===== src/rtl/dense_output_layer.sv =====
// Final fully-connected layer: loads one frame of activations, then runs a serial MAC
// against an external weight/bias memory and produces saturated per-class scores.
module dense_output_layer #(
  parameter int N_IN   = 32,
  parameter int N_OUT  = 10,
  parameter int DATA_W = 32,
  parameter int FRAC   = 8,
  parameter int ADDR_W = $clog2(N_OUT*(N_IN+1))
) (
  input  logic                     clk,
  input  logic                     rst,
  input  logic                     in_valid,
  output logic                     in_ready,
  input  logic signed [DATA_W-1:0] in_data,
  output logic                     w_rd,
  output logic [ADDR_W-1:0]        w_addr,
  input  logic signed [DATA_W-1:0] w_data,
  output logic signed [DATA_W-1:0] scores [N_OUT],
  output logic                     out_valid
);

  localparam int N_WORDS = N_OUT*(N_IN+1);
  localparam int IW      = $clog2(N_IN+1);
  localparam int AW      = (N_IN > 1) ? $clog2(N_IN) : 1;
  localparam int JW      = (N_OUT > 1) ? $clog2(N_OUT) : 1;
  localparam int ACC_W   = 2*DATA_W + 8;

  typedef enum logic [1:0] {LOAD, MAC, DRAIN} state_t;

  state_t                    state;
  logic [AW-1:0]             cnt;
  logic signed [DATA_W-1:0]  act [N_IN];
  logic [IW-1:0]             iss_i, p_i;
  logic [JW-1:0]             iss_j, p_j;
  logic                      p_valid;
  logic signed [ACC_W-1:0]   acc, acc_next;
  logic signed [DATA_W-1:0]  act_sel, sat_val;
  logic signed [2*DATA_W-1:0] w_ext, a_ext, prod, term;
  logic                      p_bias, accept, overflow;

  assign accept = (state == LOAD) && in_valid && in_ready;
  assign p_bias = (p_i == IW'(N_IN));

  // NOTE: every variable gets a default at the top of always_comb so no latch is inferred.
  always_comb begin
    act_sel = '0;
    if (p_i < IW'(N_IN)) act_sel = act[p_i[AW-1:0]];
    w_ext = {{DATA_W{w_data[DATA_W-1]}}, w_data};
    a_ext = {{DATA_W{act_sel[DATA_W-1]}}, act_sel};
    prod  = w_ext * a_ext;
    term  = prod >>> FRAC;
    if (p_bias) acc_next = acc + {{(ACC_W-DATA_W){w_data[DATA_W-1]}}, w_data};
    else        acc_next = acc + {{(ACC_W-2*DATA_W){term[2*DATA_W-1]}}, term};
    // The sum fits in DATA_W only if all bits above the score's sign bit agree with it.
    overflow = !((&acc_next[ACC_W-1:DATA_W-1]) || !(|acc_next[ACC_W-1:DATA_W-1]));
    sat_val  = acc_next[DATA_W-1:0];
    if (overflow) sat_val = acc_next[ACC_W-1] ? {1'b1, {(DATA_W-1){1'b0}}}
                                              : {1'b0, {(DATA_W-1){1'b1}}};
  end

  // NOTE: the activation buffer has no reset; every entry is rewritten before MAC reads it.
  always_ff @(posedge clk) begin
    if (accept) act[cnt] <= in_data;
  end

  always_ff @(posedge clk) begin
    if (!rst) begin
      state     <= LOAD;
      cnt       <= '0;
      iss_i     <= '0;
      iss_j     <= '0;
      p_valid   <= 1'b0;
      p_i       <= '0;
      p_j       <= '0;
      acc       <= '0;
      out_valid <= 1'b0;
      w_rd      <= 1'b0;
      w_addr    <= '0;
      in_ready  <= 1'b0;
      for (int j = 0; j < N_OUT; j++) scores[j] <= '0;
    end else begin
      // Read data returns one cycle after the strobe; track which term it belongs to.
      p_valid <= w_rd;
      p_i     <= iss_i;
      p_j     <= iss_j;
      if (p_valid) begin
        if (p_bias) begin
          scores[p_j] <= sat_val;
          acc         <= '0;
        end else begin
          acc <= acc_next;
        end
      end

      case (state)
        LOAD: begin
          in_ready <= 1'b1;
          if (accept) begin
            if (cnt == '0) out_valid <= 1'b0;
            if (cnt == AW'(N_IN-1)) begin
              cnt      <= '0;
              in_ready <= 1'b0;
              state    <= MAC;
              w_rd     <= 1'b1;
              w_addr   <= '0;
              iss_i    <= '0;
              iss_j    <= '0;
            end else begin
              cnt <= cnt + 1'b1;
            end
          end
        end
        MAC: begin
          if (w_addr == ADDR_W'(N_WORDS-1)) begin
            w_rd   <= 1'b0;
            w_addr <= '0;
            state  <= DRAIN;
          end else begin
            w_addr <= w_addr + 1'b1;
            if (iss_i == IW'(N_IN)) begin
              iss_i <= '0;
              iss_j <= iss_j + 1'b1;
            end else begin
              iss_i <= iss_i + 1'b1;
            end
          end
        end
        DRAIN: begin
          if (!p_valid) begin
            out_valid <= 1'b1;
            in_ready  <= 1'b1;
            state     <= LOAD;
          end
        end
        default: state <= LOAD;
      endcase
    end
  end

endmodule

===== config.mk =====
export PLATFORM = sky130hd
export DESIGN_NAME = dense_output_layer
export DESIGN_NICKNAME = d
export VERILOG_FILES = /design/src/rtl/dense_output_layer.sv
export SDC_FILE = /design/constraint.sdc
export NUM_CORES = 2
export LEC_CHECK = 0
export CAP_MARGIN = 20
export CORE_UTILIZATION = 46
export DETAILED_ROUTE_END_ITERATION = 12
export GPL_TIMING_DRIVEN = 0
export SLEW_MARGIN = 20
export SYNTH_ARGS = -nofsm -noshare
export SYNTH_HDL_FRONTEND = slang
export SYNTH_SLANG_ARGS = --single-unit

===== constraint.sdc =====
create_clock -name clk -period 15.6 [get_ports clk]
set_input_delay 3.12 -clock clk [delete_from_list [all_inputs] [get_ports clk]]
set_output_delay 3.12 -clock clk [all_outputs]
set_load 0.03 [all_outputs]

# Word level (Yosys, flattened, before mapping)
# Memory sizes are Yosys's and may differ from the RTL's. A register that Yosys moved wholly into a read port is not among the register bits.
# Index checks and enable logic that the tools add are counted.
[totals]
mem_bits_rw = 1024
out_inout_bits = 332
n_memories = 1
register_bits = 432
input_bits = 67
word_cells = 109
[mem_list]
columns = ["memory", "words", "width", "read_ports", "rd_clocked_by_memory_dff", "write_ports", "line", "source"]
rows = [
  ["act", 32, 32, 1, 1, 1, "32", "logic signed [DATA_W-1:0] act [N_IN];"],
]
[op_classes]
n_lt_le_gt_ge = 3
n_reduce_logical = 20
n_mux = 42
n_eq_ne = 13
n_addsub = 6
bitwise_logic = 1
n_mul = 1
[ops]
columns = ["op", "count"]
rows = [
  ["$bwmux 320", 1],
  ["$add 72x72->72", 2],
  ["$mux 72", 2],
  ["$demux 32 s4", 1],
  ["$mux 32", 4],
  ["$mul 32x32->64", 1],
  ["$reduce_and 41->1", 1],
  ["$reduce_or 41->1", 1],
  ["$mux 9", 3],
  ["$mux 6", 4],
  ["$pmux 9 s2", 1],
  ["$mux 4", 4],
  ["$reduce_and 4->1", 4],
  ["$eq 6x6->1 const B", 2],
  ["$pmux 6 s2", 1],
  ["$mux 1", 10],
  ["$mux 5", 2],
  ["$ne 2x2->1 const B", 5],
  ["$add 9x1->9 const B", 1],
  ["$eq 9x9->1 const B", 1],
  ["$mux 2", 4],
  ["$pmux 4 s2", 1],
  ["$add 6x1->6 const B", 1],
  ["$lt 6x6->1 const B", 1],
  ["other kinds (20)", 28],
]

# Longest topological paths before layout
[logic_depth]
ltp_word = 10
mapped_depth = 61
depth_no_buf = 50

# Least setup slack after synthesis
# Ideal clock, no wire load.
[synth_timing]
path_kind = "input port to flip-flop"
from = "input w_data[8]"
to = "register scores[271] (netlist name)"
t_required_ns = 15.463
setup_time_ns = 0.137
t_arrival_ns = 14.342
cell_stages = 47
slack_ns = 1.121
path_buffers = 5
cell_sequence = "clkbuf_1 clkinv_1 clkbuf_1 nor3_1 fa_1 fa_1 fa_1 inv_1 fa_1 inv_1 fa_1 inv_1 fa_1 inv_1 fa_1 fa_1 ha_1 a21o_1 (+11 left out) o21ai_0 ha_1 clkbuf_1 nand4_1 nor2_1 and3_1 nor3b_1 o2111ai_2 o211ai_2 a31oi_1 xnor2_1 or3_1 or4_1 o31a_1 buf_6 buf_6 a21oi_4 a21oi_2"
[synth_between]
elab_chain_cells = 8
word_cells_on_any_way = 11
classes_between = "add/sub (2); mul (1); mux (4); reduce/logical (4)"
[synth_rtl]
columns = ["item", "line", "source"]
rows = [
  ["start: declaration", "17", "input logic signed [DATA_W-1:0] w_data,"],
  ["$mul 32x32->64", "50", "prod = w_ext * a_ext;"],
  ["$add 72x72->72", "53", "else acc_next = acc + {{(ACC_W-2*DATA_W){term[2*DATA_W-1]}}, term};"],
  ["$mux 72 *", "52", "if (p_bias) acc_next = acc + {{(ACC_W-DATA_W){w_data[DATA_W-1]}}, w_data};"],
  ["$reduce_or 41->1", "55", "overflow = !((&acc_next[ACC_W-1:DATA_W-1]) || !(|acc_next[ACC_W-1:DATA_W-1]));"],
  ["$logic_not 1->1", "55", ""],
  ["$logic_or 1x1->1", "55", ""],
  ["$mux 32 *", "57", "if (overflow) sat_val = acc_next[ACC_W-1] ? {1'b1, {(DATA_W-1){1'b0}}}"],
  ["$bwmux 320 *", "88", "scores[p_j] <= sat_val;"],
  ["end signal: indexed assignment", "88", ""],
  ["end: declaration", "18", "output logic signed [DATA_W-1:0] scores [N_OUT],"],
]
# Every way passes the cells marked *; elsewhere a longest branch is shown, timed or not.
# A chain may end at the register's enable or synchronous reset.

# Worst setup path in the final report
[layout_timing]
from = "input w_data[27]"
to = "register scores[23] (netlist name)"
# Same word-level chain as after synthesis.

==> reports/qor.csv <==
metric,value,unit
status,"complete, no violations",
synth-simple-area-share,9.01,%
synth_top_family_by_area,adder cells,
synthMuxAreaShare,7.61,%
synth_xor_area_share,1.33,%
cp_slowest_cell,fa_2,
die_y,458,um
worstPathMaxFanout,10,
syn_avg_cell_area,12.0,sq um
drt-total-wl,356,mm
grt_max_degree,33,
dp_hpwl,274,mm
seq_area_frac_synth,41.2,%
synth_compound_area_share,8.56,%
synthesis.nets,9408,
fillerInstances,17522,
numCtsBuffers,152,
finalSetupViolCount,0,
arrival,15.96,ns
final_cell_mix,"1072 x fa_1, 1027 x inv_1, 1024 x edfxtp_1",
grt_usage,34.0,%
initial_core_util,46.5,%
multi_input_area,51500,sq um
clkSlewWorstSetupHoldPaths,0.06,ns
drc,0,
crit_path_frequent_cell,fa_1,
drive_gt1_share,15.5,%
clk_latency,0.81,ns
r2r-start,p_i[1],
core_area,206000,sq um
viasPerCell,5.96,
yosys.area.top_type,edfxtp_1,
dr_wl_met2,161,mm
wire_per_inst,30.9,um
synthCells,7995,
synth_fa_ha_area_share,26.1,%
grt_overflow,0,
timing.hold.ws,0.465,ns
grt_pass1_wl,505,mm
synth_seq_cells,1456,
maxCapViolCount,0,
grt_antenna_before_repair,21,
worstSetupEndpointType,flop,
synth_warnings,0,
cp.required,16.25,ns
ios,399,
nets,10137,
root_buffer,clkbuf_16,
fin_setup_tns,0,ns
place_area,105000,sq um
cpPeakStageDelay,0.61,ns
synth_top_area_share,32.2,%
layout_commonest_cell,fa_1,
fmax,65.3,MHz
crit_type,in2reg,
synth_edf_count,1024,
area_delta_synth_final,18.2,%
synth_area,95600,sq um
hold_violations,0,
drt_iter0_drc,6951,
num_vias,68718,
max_slew_margin,18.6,%
worst_pin_slew,1.22,ns
finClkSkew,0.0704,ns
clock_path_buffers,3,
die_width,458,um
start_kind,primary input,
rows,166,
cts.sinks,1456,
worstReg2RegEnd,scores[23],
io_buffers,378,
cts_tree,built,
firstDrtPassIters,7,
async_flop_share,0,%
route.met3.wl,30.8,mm
htreeDepth,4,
ys.flop_type,edfxtp_1,
drt-met1-wl,141,mm
drv_slew,0,
seqCellArea,39400,sq um
final_area,113000,sq um
fin_crit_sh,98.2,%
ff2ff_setup_slack,0.37,ns
min_path_type,reg2reg,
dr.max_layer_used,met5,
fin_ws,0.288,ns
dieArea,210000,sq um
preCtsSetupSlack,-4.10,ns
r2r_cells,54,
critPathCapture,scores[23],
startpoint,w_data[27],
grt_pass1_vias,69407,
synth_cell_types,78,
gp_congestion,1.04,
synth_area_leaders,"edfxtp_1 32%, fa_1 23%, dfxtp_1 9.0%",
drtAntennaViolNets,0,
period_needed,15.31,ns
[cell usage after synthesis, types with 17 or more instances]
cell type / n
mux4_2: 286
xor2_1: 61
a21oi_2: 171
nor2b_1: 91
a21oi_4: 29
ha_1: 263
clkbuf_1: 437
edfxtp_1: 1024
dfxtp_1: 432
and2_1: 138
xnor2_1: 84
o22ai_1: 26
buf_1: 36
nor4_1: 20
nand3_1: 52
a21o_1: 58
nor2_1: 284
clkinv_1: 17
mux2i_1: 77
o21ai_0: 431
nand2_1: 689
nand4_1: 65
a22oi_1: 48
inv_1: 1043
and3_1: 21
nor3_1: 408
o21bai_1: 21
o21a_1: 22
a21oi_1: 332
nand2b_1: 26
fa_1: 1083
[flip-flops by register name, summed over array words and instances (netlist names)]
name	cells
iss_j	4
p_i	6
cnt	5
scores	320
in_ready	1
out_valid	1
p_valid	1
w_addr	9
acc	72
state	2
p_j	4
w_rd	1
act	1024
iss_i	6
[layout make-up]
class	instances	share of cell area, %
antenna	7	0.0155
buffer	482	2.54
clock buffer	198	3.61
clock inverter	65	0.651
inverter	1061	3.61
multi-input combinational	4982	45.5
sequential	1456	34.8
tap	2688	2.97
timing repair buffer	589	6.24
[through the flow]
stage	utilization, %	instances
2_1_floorplan	-	7995
3_3_place_gp	50.0	11061
3_5_place_dp	51.1	11151
4_1_cts	54.5	11492
5_1_grt	55.0	11525
6_report	55.0	11528
[worst min path at each step]
| stage | startpoint | to | slack (ns) | cells past startpoint |
|---|---|---|---|---|
| after floorplan | iss_j[3] | p_j[3] | 0.45 | 1 |
| after global placement | scores[33] | scores[33] | 0.45 | 2 |
| after detailed placement | scores[1] | scores[1] | 0.46 | 2 |
| after CTS | scores[1] | scores[1] | 0.47 | 2 |
| after global routing | scores[33] | scores[33] | 0.49 | 2 |
| final | scores[1] | scores[1] | 0.47 | 2 |
[per-layer routing]
layer	vias up	track usage (%)
li1	28725	-
met5	-	0
met2	3371	52.7
met4	16	18.4
met3	864	6.78
met1	35742	45.2
[cells by family after synthesis]
kind of cell	count (synthesis)
buf+inv	1557
xor+xnor	145
compound gates	1274
simple gates	1848
fa+ha+maj	1346
flops	1456
mux	369
[critical path, delay by kind of cell]
kind / cells / cell delay [ns]
simple gates: 5 / 1.32
compound gates: 19 / 4.02
xor+xnor: 2 / 0.38
buf+inv: 11 / 2.11
fa+ha+maj: 10 / 4.92
[what timing repair did]
item                       4_1_cts  5_1_grt
hold endpoints to repair         0        0
buffers inserted                83       38
pin swaps                       13       20
gates resized for setup        409      451
setup endpoints to repair      362      319
hold buffers                     0        0
Power is not shown: default switching activity piles up to over one toggle a cycle in this logic, so the estimate is an artifact.
